<file path="src/rtl/axibram_rsel.sv">
// axibram_rsel: read-side source selector between a BRAM read engine and up
// to four memory-mapped data sources. A burst's start address is decoded to a
// source; enables are steered to it, the source's ready is returned, and read
// data is muxed back through a two-stage select pipeline that follows the
// engine's port/output-register latency.
// Optional feature: define AXIBRAM_RSEL_TIMEOUT_EN to add a not-ready watchdog
// that forces dev_ready high, substitutes ERR_DATA and flags err_timeout.
module axibram_rsel #(
  parameter int unsigned              ADDRESS_BITS   = 10,
  parameter logic [ADDRESS_BITS-1:0]  SRC0_BASE      = ADDRESS_BITS'(32'h000),
  parameter logic [ADDRESS_BITS-1:0]  SRC1_BASE      = ADDRESS_BITS'(32'h100),
  parameter logic [ADDRESS_BITS-1:0]  SRC2_BASE      = ADDRESS_BITS'(32'h200),
  parameter logic [ADDRESS_BITS-1:0]  SRC3_BASE      = ADDRESS_BITS'(32'h300),
  parameter logic [ADDRESS_BITS-1:0]  SRC0_MASK      = ADDRESS_BITS'(32'h300),
  parameter logic [ADDRESS_BITS-1:0]  SRC1_MASK      = ADDRESS_BITS'(32'h300),
  parameter logic [ADDRESS_BITS-1:0]  SRC2_MASK      = ADDRESS_BITS'(32'h300),
  parameter logic [ADDRESS_BITS-1:0]  SRC3_MASK      = ADDRESS_BITS'(32'h300),
  parameter logic [7:0]               TIMEOUT_CYCLES = 8'd255,
  parameter logic [31:0]              ERR_DATA       = 32'hDEADBEEF
) (
  input  logic                    aclk,
  input  logic                    rst,
  input  logic [ADDRESS_BITS-1:0] pre_araddr,
  input  logic                    start_burst,
  input  logic                    bram_ren,
  input  logic                    bram_regen,
  input  logic [ADDRESS_BITS-1:0] bram_raddr,
  input  logic                    rvalid,
  input  logic                    rready,
  input  logic                    rlast,
  output logic                    dev_ready,
  output logic [31:0]             rdata,
  input  logic [3:0]              src_ready,
  input  logic [127:0]            src_rdata,
  output logic [3:0]              src_ren,
  output logic [3:0]              src_regen,
  output logic [ADDRESS_BITS-1:0] src_raddr,
  input  logic                    err_clr,
  output logic                    err_timeout,
  output logic                    err_unmapped,
  output logic [1:0]              err_src
);

  typedef enum logic [2:0] {
    SEL_S0   = 3'd0,
    SEL_S1   = 3'd1,
    SEL_S2   = 3'd2,
    SEL_S3   = 3'd3,
    SEL_NONE = 3'd4
  } sel_t;

  typedef enum logic {
    ST_IDLE   = 1'b0,
    ST_ACTIVE = 1'b1
  } state_t;

  logic [3:0] match;
  sel_t       dec_sel;
  sel_t       sel_a;
  sel_t       sel_p1;
  sel_t       sel_p2;
  logic [1:0] outstanding;
  logic [1:0] out_nxt;
  state_t     state;
  logic       r_done;
  logic       mux_ready;

  assign r_done = rvalid & rready & rlast;

  assign match[0] = ((pre_araddr & SRC0_MASK) == SRC0_BASE);
  assign match[1] = ((pre_araddr & SRC1_MASK) == SRC1_BASE);
  assign match[2] = ((pre_araddr & SRC2_MASK) == SRC2_BASE);
  assign match[3] = ((pre_araddr & SRC3_MASK) == SRC3_BASE);

  // Priority decode: lowest matching source wins, otherwise none
  always_comb begin
    dec_sel = SEL_NONE;
    for (int unsigned i = 0; i < 4; i++) begin
      if (dec_sel == SEL_NONE && match[i]) dec_sel = sel_t'(3'(i));
    end
  end

  // Address-stage select captured at burst start
  always_ff @(posedge aclk or posedge rst) begin
    if (rst) sel_a <= SEL_NONE;
    else if (start_burst) sel_a <= dec_sel;
  end

  // Select pipeline advancing with the engine's read enable
  always_ff @(posedge aclk or posedge rst) begin
    if (rst) begin
      sel_p1 <= SEL_NONE;
      sel_p2 <= SEL_NONE;
    end else if (bram_ren) begin
      sel_p1 <= sel_a;
      sel_p2 <= sel_p1;
    end
  end

  // Outstanding-burst count: simultaneous start and finish cancel out
  always_comb begin
    out_nxt = outstanding;
    if (start_burst && !r_done && outstanding != 2'd3)
      out_nxt = outstanding + 2'd1;
    else if (!start_burst && r_done && state == ST_ACTIVE)
      out_nxt = outstanding - 2'd1;
  end

  // Burst tracking state follows the outstanding count
  always_ff @(posedge aclk or posedge rst) begin
    if (rst) begin
      outstanding <= '0;
      state       <= ST_IDLE;
    end else begin
      outstanding <= out_nxt;
      state       <= (out_nxt == 2'd0) ? ST_IDLE : ST_ACTIVE;
    end
  end

  // Ready mux from the selected source; no source means always ready
  always_comb begin
    mux_ready = 1'b1;
    if (sel_a != SEL_NONE) mux_ready = src_ready[sel_a[1:0]];
  end

  // Enable steering and address pass-through
  always_comb begin
    src_ren   = '0;
    src_regen = '0;
    for (int unsigned i = 0; i < 4; i++) begin
      src_ren[i]   = bram_ren   & (sel_a  == sel_t'(3'(i)));
      src_regen[i] = bram_regen & (sel_p1 == sel_t'(3'(i)));
    end
  end

  assign src_raddr = bram_raddr;

  // Sticky unmapped-access flag; a new set event beats a clear
  always_ff @(posedge aclk or posedge rst) begin
    if (rst) begin
      err_unmapped <= 1'b0;
    end else begin
      if (err_clr) err_unmapped <= 1'b0;
      if (start_burst && dec_sel == SEL_NONE) err_unmapped <= 1'b1;
    end
  end

`ifdef AXIBRAM_RSEL_TIMEOUT_EN
  logic [7:0] wd_cnt;
  logic       wd_fired;
  logic       wd_hit;
  logic       tag_p1;
  logic       tag_p2;
  logic       err_timeout_q;
  logic [1:0] err_src_q;

  assign dev_ready = mux_ready | wd_fired;
  assign wd_hit    = (state == ST_ACTIVE) && !dev_ready && (out_nxt != 2'd0) &&
                     (wd_cnt == TIMEOUT_CYCLES - 8'd1);

  // Watchdog: counts stalled cycles while a burst is open; once fired it
  // holds ready high until the last outstanding burst finishes
  always_ff @(posedge aclk or posedge rst) begin
    if (rst) begin
      wd_cnt   <= '0;
      wd_fired <= 1'b0;
    end else if (state == ST_IDLE || out_nxt == 2'd0) begin
      wd_cnt   <= '0;
      wd_fired <= 1'b0;
    end else if (dev_ready) begin
      wd_cnt <= '0;
    end else if (wd_hit) begin
      wd_cnt   <= '0;
      wd_fired <= 1'b1;
    end else begin
      wd_cnt <= wd_cnt + 8'd1;
    end
  end

  // Timeout tag travels with reads issued while the watchdog is fired
  always_ff @(posedge aclk or posedge rst) begin
    if (rst) begin
      tag_p1 <= 1'b0;
      tag_p2 <= 1'b0;
    end else if (bram_ren) begin
      tag_p1 <= wd_fired;
      tag_p2 <= tag_p1;
    end
  end

  // Sticky timeout flag with the offending source captured
  always_ff @(posedge aclk or posedge rst) begin
    if (rst) begin
      err_timeout_q <= 1'b0;
      err_src_q     <= '0;
    end else begin
      if (err_clr) begin
        err_timeout_q <= 1'b0;
        err_src_q     <= '0;
      end
      if (wd_hit) begin
        err_timeout_q <= 1'b1;
        err_src_q     <= sel_a[1:0];
      end
    end
  end

  assign err_timeout = err_timeout_q;
  assign err_src     = err_src_q;

  // Data mux; timed-out reads return the error pattern
  always_comb begin
    rdata = '0;
    if (sel_p2 != SEL_NONE) rdata = src_rdata[{sel_p2[1:0], 5'b0} +: 32];
    if (tag_p2) rdata = ERR_DATA;
  end
`else
  logic unused_cfg;

  assign unused_cfg  = ^{TIMEOUT_CYCLES, ERR_DATA};
  assign dev_ready   = mux_ready;
  assign err_timeout = 1'b0;
  assign err_src     = '0;

  // Data mux from the data-stage select
  always_comb begin
    rdata = '0;
    if (sel_p2 != SEL_NONE) rdata = src_rdata[{sel_p2[1:0], 5'b0} +: 32];
  end
`endif

endmodule

</file>
<file path="config.mk">
export PLATFORM = sky130hd
export DESIGN_NAME = axibram_rsel
export DESIGN_NICKNAME = d
export VERILOG_FILES = /design/src/rtl/axibram_rsel.sv
export SDC_FILE = /design/constraint.sdc
export NUM_CORES = 1
export LEC_CHECK = 0
export ABC_AREA = 1
export BUFFER_PORTS_ARGS = -buffer_cell sky130_fd_sc_hd__buf_4
export CAP_MARGIN = 15
export CORE_AREA = 2 2 83 85
export CTS_BUF_LIST = sky130_fd_sc_hd__clkbuf_8
export DETAILED_ROUTE_END_ITERATION = 8
export DIE_AREA = 0 0 85 87
export HOLD_SLACK_MARGIN = 0.05
export PLACE_DENSITY = 0.85
export SETUP_SLACK_MARGIN = 0.1
export SYNTH_ARGS = -nofsm -noshare
export SYNTH_HDL_FRONTEND = slang
export SYNTH_SLANG_ARGS = --single-unit
export TNS_END_PERCENT = 10
</file>
<file path="constraint.sdc">
create_clock -name aclk -period 1.9 [get_ports aclk]
set_input_delay 0.19 -clock aclk [delete_from_list [all_inputs] [get_ports aclk]]
set_output_delay 0.19 -clock aclk [all_outputs]
set_load 0.05 [all_outputs]
</file>
======== Word-level counts from Yosys, hierarchy flattened ========
Index checks and enable logic that the tools add are counted.
storage, ports and cells
  bits in writable memories ............... 0
  output and inout bits ................... 55
  word-level logic and storage cells ...... 47
  flip-flop bits (word level) ............. 10
  memories kept ........................... 0
  input port bits ......................... 161
  memory bits (read-only) ................. 0
  bits in latches ......................... 0
cells by class
  divide/modulo/power cells ............... 0
  equality and inequality tests ........... 15
  add/sub/neg operators ................... 0
  magnitude comparators ................... 1
  multiply operators ...................... 0
  reduce and logical (&&, ||, !) cells .... 8
  shifts and indexed selects .............. 1
  bitwise logic cells ..................... 8
  multiplexer cells ....................... 10
operators with widths
  kind                  count
  $shiftx A128 B8 Y32   1
  $mux W32              1
  $eq A3 B2 Y1 const B  4
  $eq A3 B3 Y1 const B  4
  $mux W3               4
  $logic_not A10 Y1     1
  $and A1 B1 Y1         8
  $eq A3 B1 Y1 const B  2
  $logic_not A3 Y1      2
  $ne A3 B3 Y1 const B  2
  $eq A2 B2 Y1 const B  2
  $logic_and A1 B1 Y1   4
  $mux W1               4
  $lt A2 B3 Y1 const B  1
  $bmux W1 S2           1
  $eq A2 B1 Y1 const B  1
  $reduce_bool A2 Y1    1

======== Logic depth before layout (Yosys ltp) ========
Gate-level depths: netlist of the first run.
  depth in word-level cells ............... 14
  gate-level depth with buffers ........... 6
  depth with buffers taken out ............ 4

======== Worst setup path after synthesis of the first run ========
Ideal clock, no wire load.
  path type ............................... flip-flop to output port
  from .................................... reg sel_a[0]
  to ...................................... out src_ren[2]
  path buffers ............................ 0
  required time ........................... 1,710 ps
  arrival ................................. 1,956 ps
  stages on the path, launching flop included .. 2
  slack ................................... -246 ps
  cells stage by stage .................... dfrtp_1 > nor4_1
between the ends
  word-level cells in the longest chain between the ends .. 2
ends and longest elaborated chain
  element                 RTL line  text
  start, declared         59        sel_t sel_a;
  start signal, assigned  86        else if (start_burst) sel_a <= dec_sel;
  $eq A3 B2 Y1            131       src_ren[i] = bram_ren & (sel_a == sel_t'(3'(i)));
  $and A1 B1 Y1           131
  end, declared           35        output logic [3:0] src_ren,
Every way passes these cells.

======== Final worst setup path of the first run ========
  from .................................... reg sel_p2[1]
  to ...................................... out rdata[22]
between the ends
  word-level cells in the longest chain between the ends .. 2
ends and longest elaborated chain
  element                                              RTL line  text
  start, declared                                      61        sel_t sel_p2;
  start signal, assigned                               96        sel_p2 <= sel_p1;
  $shiftx A128 B8 Y32 or $ne A3 B3 Y1 (tied branches)  228       if (sel_p2 != SEL_NONE) rdata = src_rdata[{sel_p2[1:0], 5'b0} +: 32];
  $mux W32 (*)                                         228
  end, declared                                        32        output logic [31:0] rdata,
Every way passes the cells marked *; elsewhere a longest branch is shown, timed or not.

==> impl_metrics.toml, run 1 <==
[floorplanning]
coreArea_um2 = 6570
rows = 30
die_w_um = 85
initial_utilization_pct = 32.4
die_height_um = 87
fp.dieArea_um2 = 7400
pin_count = 216

[finish]
fillCellCount = 659
multi_input_area_um2 = 1150
finish.instance_area_um2 = 3630
num_antenna_cells = 0
finalNetCount = 774
area_growth_pct = 71.0
seq_area_um2 = 256
layout-drive-gt1-share_pct = 34.2
finalNonFillerCells = 692

[power_and_ir_drop]
p_leak_nw = 2.37
p_per_area_nw_per_um2 = 605
ir_worst_vdd_mv = 0.360

[sta]
hold_slack_ns = 0.103
rsz0062_at_grt = "no"
period_minus_slack_ns = 1.75
setup_viol = 0
fin_ws_ns = 0.148
setup_tns_ns = 0
period_share_pct = 92.2
slew_violations = 0
fmax_mhz = 571
fin_worst_skew_ns = 0.000992
hold_viol_final = 0

[placed_design]
portBuffers = 181
dp_slack_ns = 0.335
gp_congestion = 0.760
dpl.cell_count = 684
dp_hpwl_um = 6070
post_dp_cell_area_um2 = 3510

[global_route]
grt_pass1_wl_um = 12100
antenna_found_initial = 0
grt_util_all_layers_pct = 19.5
grt_overflow = 0
first_global_vias = 2865
grt_start_max_net_pins = 44

[route]
avgViaCountPerCell = 4.49
vias = 3110
routed_wl_um = 7800
dr.first_iter.drc_count = 90
wl_per_cell_um = 11.3
drc = 0
final_antenna_net_count = 0
drt_first_pass_iters = 4

[synth]
synth-main-ff-cell = "dfrtp_1"
synth_edf_count = 0
synth-seq-cells = 10
async_flop_share_pct = 100
synthCells = 449
yosys.area.top_type = "inv_1"
synth_top_area_share_pct = 24.7
syn_area_um2 = 2130
avgSynthCellArea_um2 = 4.73
ys_seq_area_share_pct = 11.9
yosys-top-cells-area = "inv_1, nand2_1, nand3_1, dfrtp_1, a21oi_1"
ys_types = 16
yosys_warnings = 0

[critical_path]
crit_chain = "buf_12, nor3_4, buf_4, buf_12, a21oi_1, buf_4"
crit_arrival_ns = 1.56
start_kind = "flop"
r2r_start = "sel_p2[0]$_DFFE_PP0P_"
worst-path-max-fanout = 22
crit_cells = 6
slowest_stage = "dfrtp_2"
path_class = "flop to output pin"
critPathCaptureType = "output pin"
r2r_slack_ns = 0.96
crit_required_ns = 1.71
cp_top_family = "buffers and inverters"
max_stage_delay_ns = 0.41
reg2reg_to = "sel_p2[0]$_DFFE_PP0P_"
worstPathBufferInverterCount = 4
r2r_cells = 3

[min_path]
hold_path_startpoint = "err_clr"
holdPathEnd = "err_unmapped$_DFFE_PP0P_"
min_path_type = "input port to flop"
hold_depth = 2

[clock_network]
clock-root-buffer = "clkbuf_8"
htree_levels = 1
clk_path_buf_depth = 2
cts_tree = "built"
clk_latency_ns = 0.23
clock_sinks = 10
path_clk_slew_ns = 0.05
cts_buffers = 3

[run_status]
outcome = "complete, no violations"

[job]
maxCapViolations = 0
## cell usage in the layout, fill, tap and decap left out
cell and instances:
buf_6 1, dfrtp_2 2, a21oi_1 31, conb_1 3, o21ai_0 10, dlygate4sd3_1 1, nor3_4 1, inv_2 1
inv_1 139, inv_4 1, clkbuf_8 4, clkbuf_16 1, o21ai_1 1, buf_12 4, nand2_1 137, nor3_1 3
nand3_1 66, dfstp_2 3, dfrtp_1 5, nor2_1 7, buf_4 188, a21oi_2 2, nor4_2 1
## registers in the layout (all words and copies together) (netlist names)
signal	cells
err_unmapped	1
sel_a	3
sel_p1	3
sel_p2	3
## where the power goes
part           internal [W]  switching [W]
clock network      0.000182      0.0000803
logic              0.000619        0.00107
registers          0.000229      0.0000192
total               0.00103        0.00117
## worst register-to-register path, delay by kind of cell, from the launching register on
family	cells	cell delay, ns
compound gates	1	0.10
flops	1	0.44
buf+inv	2	0.28
## cell usage after synthesis, types with 3 or more instances
cell	number
clkbuf_1	5
o21ai_0	11
dfrtp_1	7
inv_1	140
nor2_1	7
nor3_1	3
nand3_1	66
a21oi_1	33
buf_2	20
buf_4	13
nand2_1	137
dfstp_2	3
## what timing repair did
action,4_1_cts,5_1_grt
setup buffers,0,2
endpoints found under the setup margin,3,10
pin swaps,0,1
gates resized for setup,2,6
hold buffers,1,0
endpoints found under the hold margin,7,0
cloned,0,1
## logic make-up (layout without fill, tap and decap cells)
| logic type | after synthesis | count (layout) | share of synthesized area (%) |
|---|---|---|---|
| buffers and inverters | 179 | 340 | 35.1 |
| flip-flops | 10 | 10 | 11.9 |
| AND/OR/NAND/NOR | 215 | 215 | 42.4 |
| AO/OA/AOI/OAI | 44 | 44 | 10.4 |
| other | 1 | 3 | 0.176 |
## metal layers
metal / GRT usage, % / part of all wire, % / routed length (µm) / up-vias
li1: - / - / - / 1606
met1: 21.4 / 39 / 3020 / 1365
met2: 37.5 / 52 / 4040 / 125
met3: 3.98 / 8.4 / 657 / 14
met4: 5.34 / 1.1 / 84 / 0
met5: 0 / 0 / 0 / -
## final cells by class
class | instances | share of cell area [%]
timing repair buffer | 195 | 42.3
multi-input combinational | 262 | 31.7
inverter | 141 | 14.6
sequential | 10 | 7.06
tap | 80 | 2.75
clock buffer | 4 | 1.51
## metrics by stage
| step | utilization, % | total power [W] |
|---|---|---|
| 2_1_floorplan | - | 0.00138 |
| 3_3_place_gp | 53.4 | 0.00190 |
| 3_5_place_dp | 53.4 | 0.00192 |
| 4_1_cts | 54.4 | 0.00220 |
| 5_1_grt | 55.3 | 0.00235 |
| 6_report | 55.3 | 0.00220 |
## worst max-delay path by stage
stage | endpoint | slack, ns | startpoint
finish | rdata[22] | 0.15 | sel_p2[1]$_DFFE_PP0P_
global route | rdata[3] | 0.10 | sel_p2[1]$_DFFE_PP0P_
CTS | rdata[0] | 0.1 | sel_p2[0]$_DFFE_PP0P_
detailed placement | rdata[0] | 0.34 | sel_p2[1]$_DFFE_PP0P_
global placement | rdata[22] | 0.34 | sel_p2[1]$_DFFE_PP0P_
floorplan | rdata[11] | 0.05 | sel_p2[1]$_DFFE_PP0P_
(Power assumes the default switching activity.)
==> run 2, diff against run 1 <==
==> config.mk (replaced) <==
export PLATFORM = sky130hd
export DESIGN_NAME = axibram_rsel
export DESIGN_NICKNAME = d
export VERILOG_FILES = /design/src/rtl/axibram_rsel.sv
export SDC_FILE = /design/constraint.sdc
export NUM_CORES = 1
export LEC_CHECK = 0
export BUFFER_PORTS_ARGS = -buffer_cell sky130_fd_sc_hd__buf_2
export CAP_MARGIN = 15
export CORE_AREA = 2 2 84 86
export CTS_BUF_LIST = sky130_fd_sc_hd__clkbuf_8
export DETAILED_ROUTE_END_ITERATION = 8
export DIE_AREA = 0 0 86 88
export HOLD_SLACK_MARGIN = 0.05
export PLACE_DENSITY = 0.72
export SETUP_SLACK_MARGIN = 0.1
export SYNTH_ARGS = -nofsm -noshare
export SYNTH_HDL_FRONTEND = slang
export SYNTH_SLANG_ARGS = --single-unit
export TNS_END_PERCENT = 10
==> impl_metrics.toml, run 2 <==
[sta]
setup_tns_ns = 0
period_share_pct = 92.7
hold_viol_final = 0
period_minus_slack_ns = 1.76
rsz0062_at_grt = "yes"
fmax_mhz = 568
fin_worst_skew_ns = 0.000496
setup_viol = 0
fin_ws_ns = 0.140
slew_violations = 0

[synth]
synth_common_cells = "a21oi_1, a221oi_1, mux2i_1, buf_4"
synth_top_family_by_area = "compound AO/OA/AOI/OAI gates"
yosys.area_share.simple_pct = 6.82
syn_area_um2 = 1430
synth_edf_count = 0
muxShareOfSynthArea_pct = 28.7
async_flop_share_pct = 100
yosys.area.top_type = "mux2i_1"
yosys-top-cells-area = "mux2i_1, a221oi_1, dfrtp_1, a21oi_1, buf_4"
avgSynthCellArea_um2 = 8.57
synthXorXnorAreaFrac_pct = 0
ys_types = 24
synth_compound_area_share_pct = 32.0
yosys_warnings = 0
synth_top_area_share_pct = 22.4
synth-main-ff-cell = "dfrtp_1"
synthCells = 167
synth-seq-cells = 10
synth_fa_ha_area_share_pct = 0
ys_seq_area_share_pct = 17.7

[power_and_ir_drop]
p_per_area_nw_per_um2 = 917
total_power_w = 0.00222
ir_worst_vdd_mv = 0.469
p_leak_nw = 1.30

[floorplanning]
fp.dieArea_um2 = 7570
die_w_um = 86
rows = 30
pin_count = 216
coreArea_um2 = 6640
die_height_um = 88
initial_utilization_pct = 21.5

[critical_path]
crit_cells = 5
critPathCaptureType = "output pin"
cp_top_family = "flip-flops"
start_kind = "flop"
crit_arrival_ns = 1.57
endpoint = "rdata[22]"
r2r_slack_ns = 0.86
path_class = "flop to output pin"
r2r_cells = 2
crit_chain = "nor2_2, buf_4, a221oi_1, a21oi_1, buf_2"
r2r_start = "sel_p2[1]$_DFFE_PP0P_"
max_stage_delay_ns = 0.53
crit_required_ns = 1.71
worstPathBufferInverterCount = 2
reg2reg_to = "sel_p2[1]$_DFFE_PP0P_"
critPathLaunch = "sel_p2[2]$_DFFE_PP1P_"
slowest_stage = "dfstp_2"
worst-path-max-fanout = 17

[global_route]
grt_overflow = 0
antenna_found_initial = 1
grt_pass1_wl_um = 7670
first_global_vias = 1612
grt_start_max_net_pins = 35
grt_util_all_layers_pct = 12.5

[finish]
top_regs = "sel_a x3, sel_p1 x3, sel_p2 x3"
layout_commonest_cell = "buf_2"
fillCellCount = 698
layout_common_cells = "buf_2, mux2i_1, a21oi_1, a221oi_1, mux2_2"
finalNonFillerCells = 410
finalNetCount = 492
post-route-util_pct = 36.5
num_antenna_cells = 0
layout-drive-gt1-share_pct = 63.3
multi_input_area_um2 = 1010
area_growth_pct = 69.2
seq_area_um2 = 256

[route]
drt_first_pass_iters = 4
wl_per_cell_um = 13.9
drc = 0
routed_wl_um = 5700
final_antenna_net_count = 0
vias = 1990
avgViaCountPerCell = 4.85
dr.first_iter.drc_count = 42

[clock_network]
path_clk_slew_ns = 0.05
cts_tree = "built"
clock_sinks = 10
clk_path_buf_depth = 2
clk_latency_ns = 0.24
clock-root-buffer = "clkbuf_8"
cts_buffers = 3
htree_levels = 1

[placed_design]
portBuffers = 181
dpl.cell_count = 405
gp_congestion = 0.687
dp_hpwl_um = 4550
dp_slack_ns = 0.313

[job]
maxCapViolations = 0

[min_path]
min_path_type = "input port to flop"

[run_status]
outcome = "complete, no violations"
-- run 2: changes by cell type after synthesis, moves of 4 or more --
cell | before | now
nor2_1 | 7 | 3
inv_1 | 140 | 2
mux2_2 | 0 | 7
buf_2 | 20 | 7
a221oi_1 | 0 | 32
o21ai_0 | 11 | 1
mux2i_1 | 0 | 32
nand2_1 | 137 | 2
nand3_1 | 66 | 0
-- run 2: logic make-up after synthesis --
logic type,after synthesis
mux,40
buf+inv,33
other cells,1
simple gates,16
compound gates,67
flops,10
-- run 2: final cells by class --
| type | count | area share (%) |
|---|---|---|
| Inverter | 2 | 0.310 |
| Timing Repair Buffer | 188 | 41.0 |
| Clock buffer | 4 | 2.27 |
| Multi-Input combinational cell | 126 | 41.7 |
| Tap cell | 80 | 4.13 |
| Sequential cell | 10 | 10.6 |
-- run 2: worst register-to-register path: cells and delay by family, from the launching register on --
| family | cells | cell delay (ns) |
|---|---|---|
| buf+inv | 1 | 0.21 |
| flops | 1 | 0.43 |
| mux | 1 | 0.28 |
-- run 2: stage by stage --
step                      cell area [µm²]  hold slack [ns]
after CTS                            2400           0.0989
after floorplan                      1460           0.0280
after global routing                 2420            0.109
after detailed placement             2330            0.188
final                                2420            0.106
after global placement               2330            0.182
-- run 2: routing by layer --
| layer | up-vias | GRT usage, % | share of wire, % |
|---|---|---|---|
| met5 | - | 0 | 0.21 |
| met4 | 2 | 3.75 | 1.1 |
| met3 | 14 | 3.11 | 9.7 |
| met2 | 106 | 21.4 | 49 |
| met1 | 892 | 15.3 | 40 |
| li1 | 976 | - | - |
-- run 2: worst min-delay path by stage --
stage	endpoint	slack, ns	cells after the start	start
after floorplan	err_unmapped$_DFFE_PP0P_	0.03	1	rst
after global placement	err_unmapped$_DFFE_PP0P_	0.18	2	rst
after detailed placement	err_unmapped$_DFFE_PP0P_	0.19	2	rst
after CTS	err_unmapped$_DFFE_PP0P_	0.1	2	err_clr
after global routing	err_unmapped$_DFFE_PP0P_	0.11	2	err_clr
final	err_unmapped$_DFFE_PP0P_	0.11	2	err_clr
-- run 2: power breakdown --
part	internal [W]	switching, W
Combinational	0.000529	0.00117
Sequential	0.000233	0.0000261
Clock	0.000182	0.0000831
-- run 2: repair_timing --
item | in CTS | in global routing
buffers inserted | 0 | 0
hold endpoints to repair | 7 | 0
gates resized for setup | 2 | 8
endpoints found under the setup margin | 2 | 27
hold buffers | 1 | 0
